File: config.mk
export PLATFORM = sky130hd
export DESIGN_NAME = des_round_sequencer
export DESIGN_NICKNAME = d
export VERILOG_FILES = /design/src/rtl/des_round_sequencer.sv
export SDC_FILE = /design/constraint.sdc
export NUM_CORES = 1
export LEC_CHECK = 0
export CORE_UTILIZATION = 44
export CTS_BUF_LIST = sky130_fd_sc_hd__clkbuf_16
export CTS_CLUSTER_SIZE = 8
export DETAILED_ROUTE_END_ITERATION = 8
export HOLD_SLACK_MARGIN = 0.1
export PLACE_DENSITY_LB_ADDON = 0.3
export REMOVE_ABC_BUFFERS = 1
export SETUP_SLACK_MARGIN = 0.5
export SYNTH_ARGS = -nofsm -noshare
export SYNTH_HDL_FRONTEND = slang
export SYNTH_SLANG_ARGS = --single-unit
export TNS_END_PERCENT = 30
File: constraint.sdc
create_clock -name clk -period 1.9 [get_ports clk]
set_input_delay 0.285 -clock clk [delete_from_list [all_inputs] [get_ports clk]]
set_output_delay 0.285 -clock clk [all_outputs]
set_load 0.05 [all_outputs]
File: src/rtl/des_round_sequencer.sv
`timescale 1ns/1ps
// Iterative DES Feistel round controller: one E/XOR/S-box/P round per cycle
// through an external S-box wrapper and key schedule, returning R16||L16.
module des_round_sequencer #(
  parameter int unsigned ROUNDS = 16
) (
  input  logic        clk,
  input  logic        rst,
  input  logic        in_valid,
  output logic        in_ready,
  input  logic        decrypt,
  input  logic [63:0] data_in,
  output logic [3:0]  round_idx,
  input  logic [47:0] subkey,
  output logic [47:0] sbox_in,
  input  logic [31:0] sbox_out,
  output logic        out_valid,
  input  logic        out_ready,
  output logic [63:0] data_out,
  output logic        busy
);

  typedef enum logic [1:0] {IDLE, ROUND, DONE} state_t;

  localparam logic [3:0] LAST = 4'(ROUNDS - 1);

  localparam int unsigned P_TAB [32] = '{
    16,  7, 20, 21, 29, 12, 28, 17,
     1, 15, 23, 26,  5, 18, 31, 10,
     2,  8, 24, 14, 32, 27,  3,  9,
    19, 13, 30,  6, 22, 11,  4, 25
  };

  // E table groups g take R positions 4g..4g+5 (1-based, wrapping 0->32, 33->1)
  function automatic logic [47:0] e_expand(input logic [31:0] r);
    logic [47:0] e;
    int unsigned pos;
    e = '0;
    for (int unsigned j = 0; j < 48; j++) begin
      pos = ((4 * (j / 6)) + (j % 6) + 31) % 32 + 1;
      e[6'(47 - j)] = r[5'(32 - pos)];
    end
    return e;
  endfunction

  function automatic logic [31:0] p_perm(input logic [31:0] s);
    logic [31:0] p;
    p = '0;
    for (int unsigned j = 0; j < 32; j++) begin
      p[5'(31 - j)] = s[5'(32 - P_TAB[j])];
    end
    return p;
  endfunction

  state_t      state_q, state_d;
  logic [31:0] l_q, r_q;
  logic [3:0]  cnt_q;
  logic        mode_q;
  logic [31:0] f;
  logic [47:0] e_r;

  assign e_r = e_expand(r_q);
  assign f   = p_perm(sbox_out);

  always_ff @(posedge clk) begin
    if (rst) begin
      state_q  <= IDLE;
      l_q      <= '0;
      r_q      <= '0;
      cnt_q    <= '0;
      mode_q   <= 1'b0;
      data_out <= '0;
    end else begin
      state_q <= state_d;
      case (state_q)
        IDLE: begin
          if (in_valid) begin
            l_q    <= data_in[63:32];
            r_q    <= data_in[31:0];
            cnt_q  <= '0;
            mode_q <= decrypt;
          end
        end
        ROUND: begin
          // Last round skips the swap so the result is already R16||L16.
          if (cnt_q == LAST) begin
            data_out <= {l_q ^ f, r_q};
          end else begin
            l_q   <= r_q;
            r_q   <= l_q ^ f;
            cnt_q <= cnt_q + 4'd1;
          end
        end
        default: ;
      endcase
    end
  end

  always_comb begin
    state_d   = state_q;
    in_ready  = 1'b0;
    busy      = 1'b0;
    out_valid = 1'b0;
    round_idx = '0;
    sbox_in   = '0;
    case (state_q)
      IDLE: begin
        in_ready = 1'b1;
        if (in_valid) state_d = ROUND;
      end
      ROUND: begin
        busy      = 1'b1;
        round_idx = mode_q ? (LAST - cnt_q) : cnt_q;
        sbox_in   = e_r ^ subkey;
        if (cnt_q == LAST) state_d = DONE;
      end
      DONE: begin
        busy      = 1'b1;
        out_valid = 1'b1;
        if (out_ready) state_d = IDLE;
      end
      default: state_d = IDLE;
    endcase
  end

endmodule

==> metrics.md <==
| Metric | Value |
|---|---|
| Detailed-routing iteration count for the pre-antenna-repair pass | 6 |
| DRC violation total after the first TritonRoute iteration | 558 |
| Number of buffers on the longest clock path | 2 |
| Timing-limited maximum frequency | 499.2 MHz |
| Io pins | 268 |
| Part of the cycle the worst path needs | 105.4% |
| Post-Syn Area per Cell | 8.582 sq um |
| Number of synthesis warnings | 0 |
| Die Span X | 123.8 um |
| Total Die Area | 15340 sq um |
| Starting density of the core | 44.94% |
| Gp weighted congestion | 0.7967 |
| Minimum setup slack after placement | 0.1276 ns |
| Summed negative setup slack over all endpoints | -0.4832 ns |
| Slowest Stage Delay on Critical Path | 0.32 ns |
| Cell taking the most area after synthesis | sky130_fd_sc_hd__dfxtp_1 |
| Arrival time at the worst endpoint | 2.30 ns |
| Number of endpoints with negative hold slack in the final report | 0 |
| Max-slew violations | 0 |
| Layout overhead on the synthesized area | 79.89% |
| Critical-path cell with the highest stage delay | sky130_fd_sc_hd__dfxtp_2 |
| Share of post-route cells with drive strength above 1 | 34.18% |
| Commonest non-fill, non-tap cell in the layout | sky130_fd_sc_hd__clkdlybuf4s50_1 |
| Non-filler instance count after layout | 1243 |
| Setup clock skew after layout | 0.008526 ns |
| Gate count of the mapped netlist | 761 |
| Critical Setup Path Class | reg -> reg |
| Average routed wire per standard cell | 21.48 um |
| Post-DP HPWL | 13.18 mm |
| Global router's overall resource usage | 27.81% |
| Worst slew pin tran | 0.5718 ns |
| TritonCTS clock tree | done |
| Maximum VDD drop | 0.0008367 V |
| Via count normalized by instance count | 5.644 |
| Number of buffer and inverter stages on the critical path | 5 |
| Number of max-cap violations | 0 |
| Sequential element share of the synthesized area | 41.38% |
| RSZ-0062 raised after global routing | true |
| Number of library cell types mapped by synthesis | 34 |
| Result of the run | complete, but fails checks |
| Die outline height | 123.8 um |
| Cell family with the largest share of critical-path delay | buffers and inverters |
| Least setup slack across all paths after layout | -0.1033 ns |
| Tmin final | 2.003 ns |
| Vias in the first global route | 6097 |
| CP required | 2.20 ns |
| Number of standard-cell rows in the floorplan | 44 |
| Top cells by area in the synthesized netlist | sky130_fd_sc_hd__dfxtp_1 (41%), sky130_fd_sc_hd__xor2_1 (9.7%), sky130_fd_sc_hd__mux2i_1 (8.1%), sky130_fd_sc_hd__and2_1 (6.1%), sky130_fd_sc_hd__nand2_1 (5.8%) |
| Wirelength, routed | 26.69 mm |
| Total setup violations reported at the end of the flow | 42 |
| Remaining antenna violation count after routing | 0 |
| Synth Cell Area | 6531 sq um |
| Insertion delay of the later-clocked pin in the worst-skew pair | 0.43 ns |
| Final non-filler cell area | 11750 sq um |
| Remaining max-slew budget at the tightest pin | 61.88% |
| Category of the worst setup path capture point | flip-flop |
| Share of Yosys cell area claimed by the top area cell type | 41.38% |
| Via total after detailed routing | 7016 |
| H-Tree Level Count | 4 |
| CTS Hold Buffers Added | 0 |
| Count of buffers inserted at the top-level ports | 267 |
| Power per cell area | 1152 nW/um^2 |
| First-pass GRT wire length | 32.25 mm |
| CTS root buffer | sky130_fd_sc_hd__clkbuf_16 |
| Post-detailed-placement cell area | 9968 sq um |
| Core Footprint | 14530 sq um |
| Drt drc | 0 |
| Violations in the final reports | negative setup slack |
| Flip-flop and latch count after synthesis | 135 |
| Hold Path Class | in -> reg |
| Clock edge transition at the registers on the reported setup and hold paths | 0.06 ns |
| Grt total ovfl | 0 |
| Number of placed cells counting well taps | 1169 |
| Inserted Clock Buffers | 17 |
| Total area of sequential cells | 2708 sq um |
| Critical path, cell by cell | inv_2 -> ha_4 -> buf_12 -> buf_6 -> and4_4 -> buf_4 -> clkbuf_16 -> nor2_1 -> nor3_1 |
| Count of nets after finishing | 1202 |
| Pin count of the biggest net entering global routing | 102 |
| Commonest cells after routing, fill and taps aside | sky130_fd_sc_hd__clkdlybuf4s50_1 (147), sky130_fd_sc_hd__dfxtp_1 (133), sky130_fd_sc_hd__nand2_1 (86), sky130_fd_sc_hd__xor2_1 (72), sky130_fd_sc_hd__buf_12 (71) |
| Count of inserted antenna diode cells | 0 |
| LEAKAGE | 4.781 nW |
| Area of the multi-input gates | 4283 sq um |
| CP max FO | 6 |
| Total power | 13.54 mW |
| Count of filler cells inserted in the layout | 821 |
| Worst Setup Start Kind | flip-flop |
| Initial antenna violation count | 0 |
| Clock sink count | 135 |
## path summary, 6_finish.rpt
| path | startpoint | endpoint | slack [ns] | depth (start not counted) |
|---|---|---|---|---|
| worst min-delay path | rst | data_out[30]$_SDFFE_PP0P_ | 0.44 | 3 |
| worst min register to register | data_out[9]$_SDFFE_PP0P_ | data_out[9]$_SDFFE_PP0P_ | 0.45 | 2 |
| worst max register to register | state_q[1]$_SDFFE_PP0P_ | data_out[44]$_SDFFE_PP0P_ | -0.10 | 9 |
| worst max-delay path | state_q[1]$_SDFFE_PP0P_ | data_out[44]$_SDFFE_PP0P_ | -0.10 | 9 |
## Yosys cell counts
cell type	instances
sky130_fd_sc_hd__and2_1	64
sky130_fd_sc_hd__clkbuf_1	30
sky130_fd_sc_hd__o22ai_1	20
sky130_fd_sc_hd__nand2b_1	1
sky130_fd_sc_hd__nand3_2	1
sky130_fd_sc_hd__nand2_1	101
sky130_fd_sc_hd__nand4_1	2
sky130_fd_sc_hd__xor2_1	72
sky130_fd_sc_hd__clkinv_1	1
sky130_fd_sc_hd__inv_1	2
sky130_fd_sc_hd__nor2_1	64
sky130_fd_sc_hd__nor2b_1	2
sky130_fd_sc_hd__a21oi_1	68
sky130_fd_sc_hd__nor2_4	1
sky130_fd_sc_hd__buf_4	2
sky130_fd_sc_hd__nor3_1	20
sky130_fd_sc_hd__o32ai_1	12
sky130_fd_sc_hd__xnor2_1	12
sky130_fd_sc_hd__o31ai_1	2
sky130_fd_sc_hd__nand3b_1	1
sky130_fd_sc_hd__mux2i_1	53
sky130_fd_sc_hd__mux2_4	1
sky130_fd_sc_hd__a31oi_1	1
sky130_fd_sc_hd__nand4b_1	1
sky130_fd_sc_hd__buf_2	31
sky130_fd_sc_hd__mux2i_2	1
sky130_fd_sc_hd__dfxtp_1	135
sky130_fd_sc_hd__nand3_1	4
sky130_fd_sc_hd__ha_1	4
sky130_fd_sc_hd__o311a_1	1
sky130_fd_sc_hd__or4b_1	1
sky130_fd_sc_hd__o21ai_0	3
sky130_fd_sc_hd__and4_1	1
sky130_fd_sc_hd__a211oi_1	46
## registers in the layout, indices dropped and copies added (netlist names)
register / count
data_out: 64
l_q: 32
r_q: 32
cnt_q: 4
state_q: 2
mode_q: 1
## cell families (layout without fill, tap and decap cells)
kind of cell               count (synthesis)  in the layout  share of synthesized area [%]
AOI/OAI and AO/OA                        153            153                          14.73
muxes                                     55             55                          8.563
and+or+nand+nor                          264            264                          18.79
buffers and inverters                     66            364                          4.502
DFF                                      135            135                          41.38
adders and majority gates                  4              4                         0.7663
xor gates and xnor gates                  84             84                          11.26
## what timing repair did
action | CTS | global route
setup endpoints to repair | 250 | 223
gates resized for setup | 184 | 219
buffers inserted | 14 | 10
cloned | 7 | 14
hold endpoints to repair | 0 | 0
pin swaps | 0 | 90
## per-layer routing
layer  part of all wire (%)  up-vias  global-route usage [%]
met5                      0        -                       0
met4                    3.2        0                   10.69
met3                    8.4       89                   7.647
met2                     50      373                   46.46
met1                     38     3372                   33.83
li1                       -     3182                       -
## metrics by stage
step / hold WS [ns] / util, %
global route: 0.4559 / 80.84
global placement: 0.4403 / 68.59
CTS: 0.4253 / 74.17
detailed placement: 0.4455 / 68.59
finish: 0.4429 / 80.84
floorplan: 0.3541 / -
## area by class of cell
type | instances | area share (%)
Tap cell | 184 | 1.960
Inverter | 3 | 0.09585
Timing Repair Buffer | 332 | 34.19
Clock inverter | 12 | 0.6390
Multi-Input combinational cell | 560 | 36.45
Clock buffer | 17 | 3.621
Sequential cell | 135 | 23.05
## worst register-to-register path: stages, from the launching register on
cell,delay [ns]
sky130_fd_sc_hd__dfxtp_2,0.32
sky130_fd_sc_hd__inv_2,0.07
sky130_fd_sc_hd__ha_4,0.22
sky130_fd_sc_hd__buf_12,0.16
sky130_fd_sc_hd__buf_6,0.12
sky130_fd_sc_hd__and4_4,0.32
sky130_fd_sc_hd__buf_4,0.16
sky130_fd_sc_hd__clkbuf_16,0.15
sky130_fd_sc_hd__nor2_1,0.05
sky130_fd_sc_hd__nor3_1,0.29
## report_power, final
part | internal [mW] | switching, mW
sequential | 3.20 | 0.443
combinational | 3.60 | 3.38
clock | 1.73 | 1.20
total | 8.52 | 5.02
No activity file was read; power rests on OpenSTA's default activity.
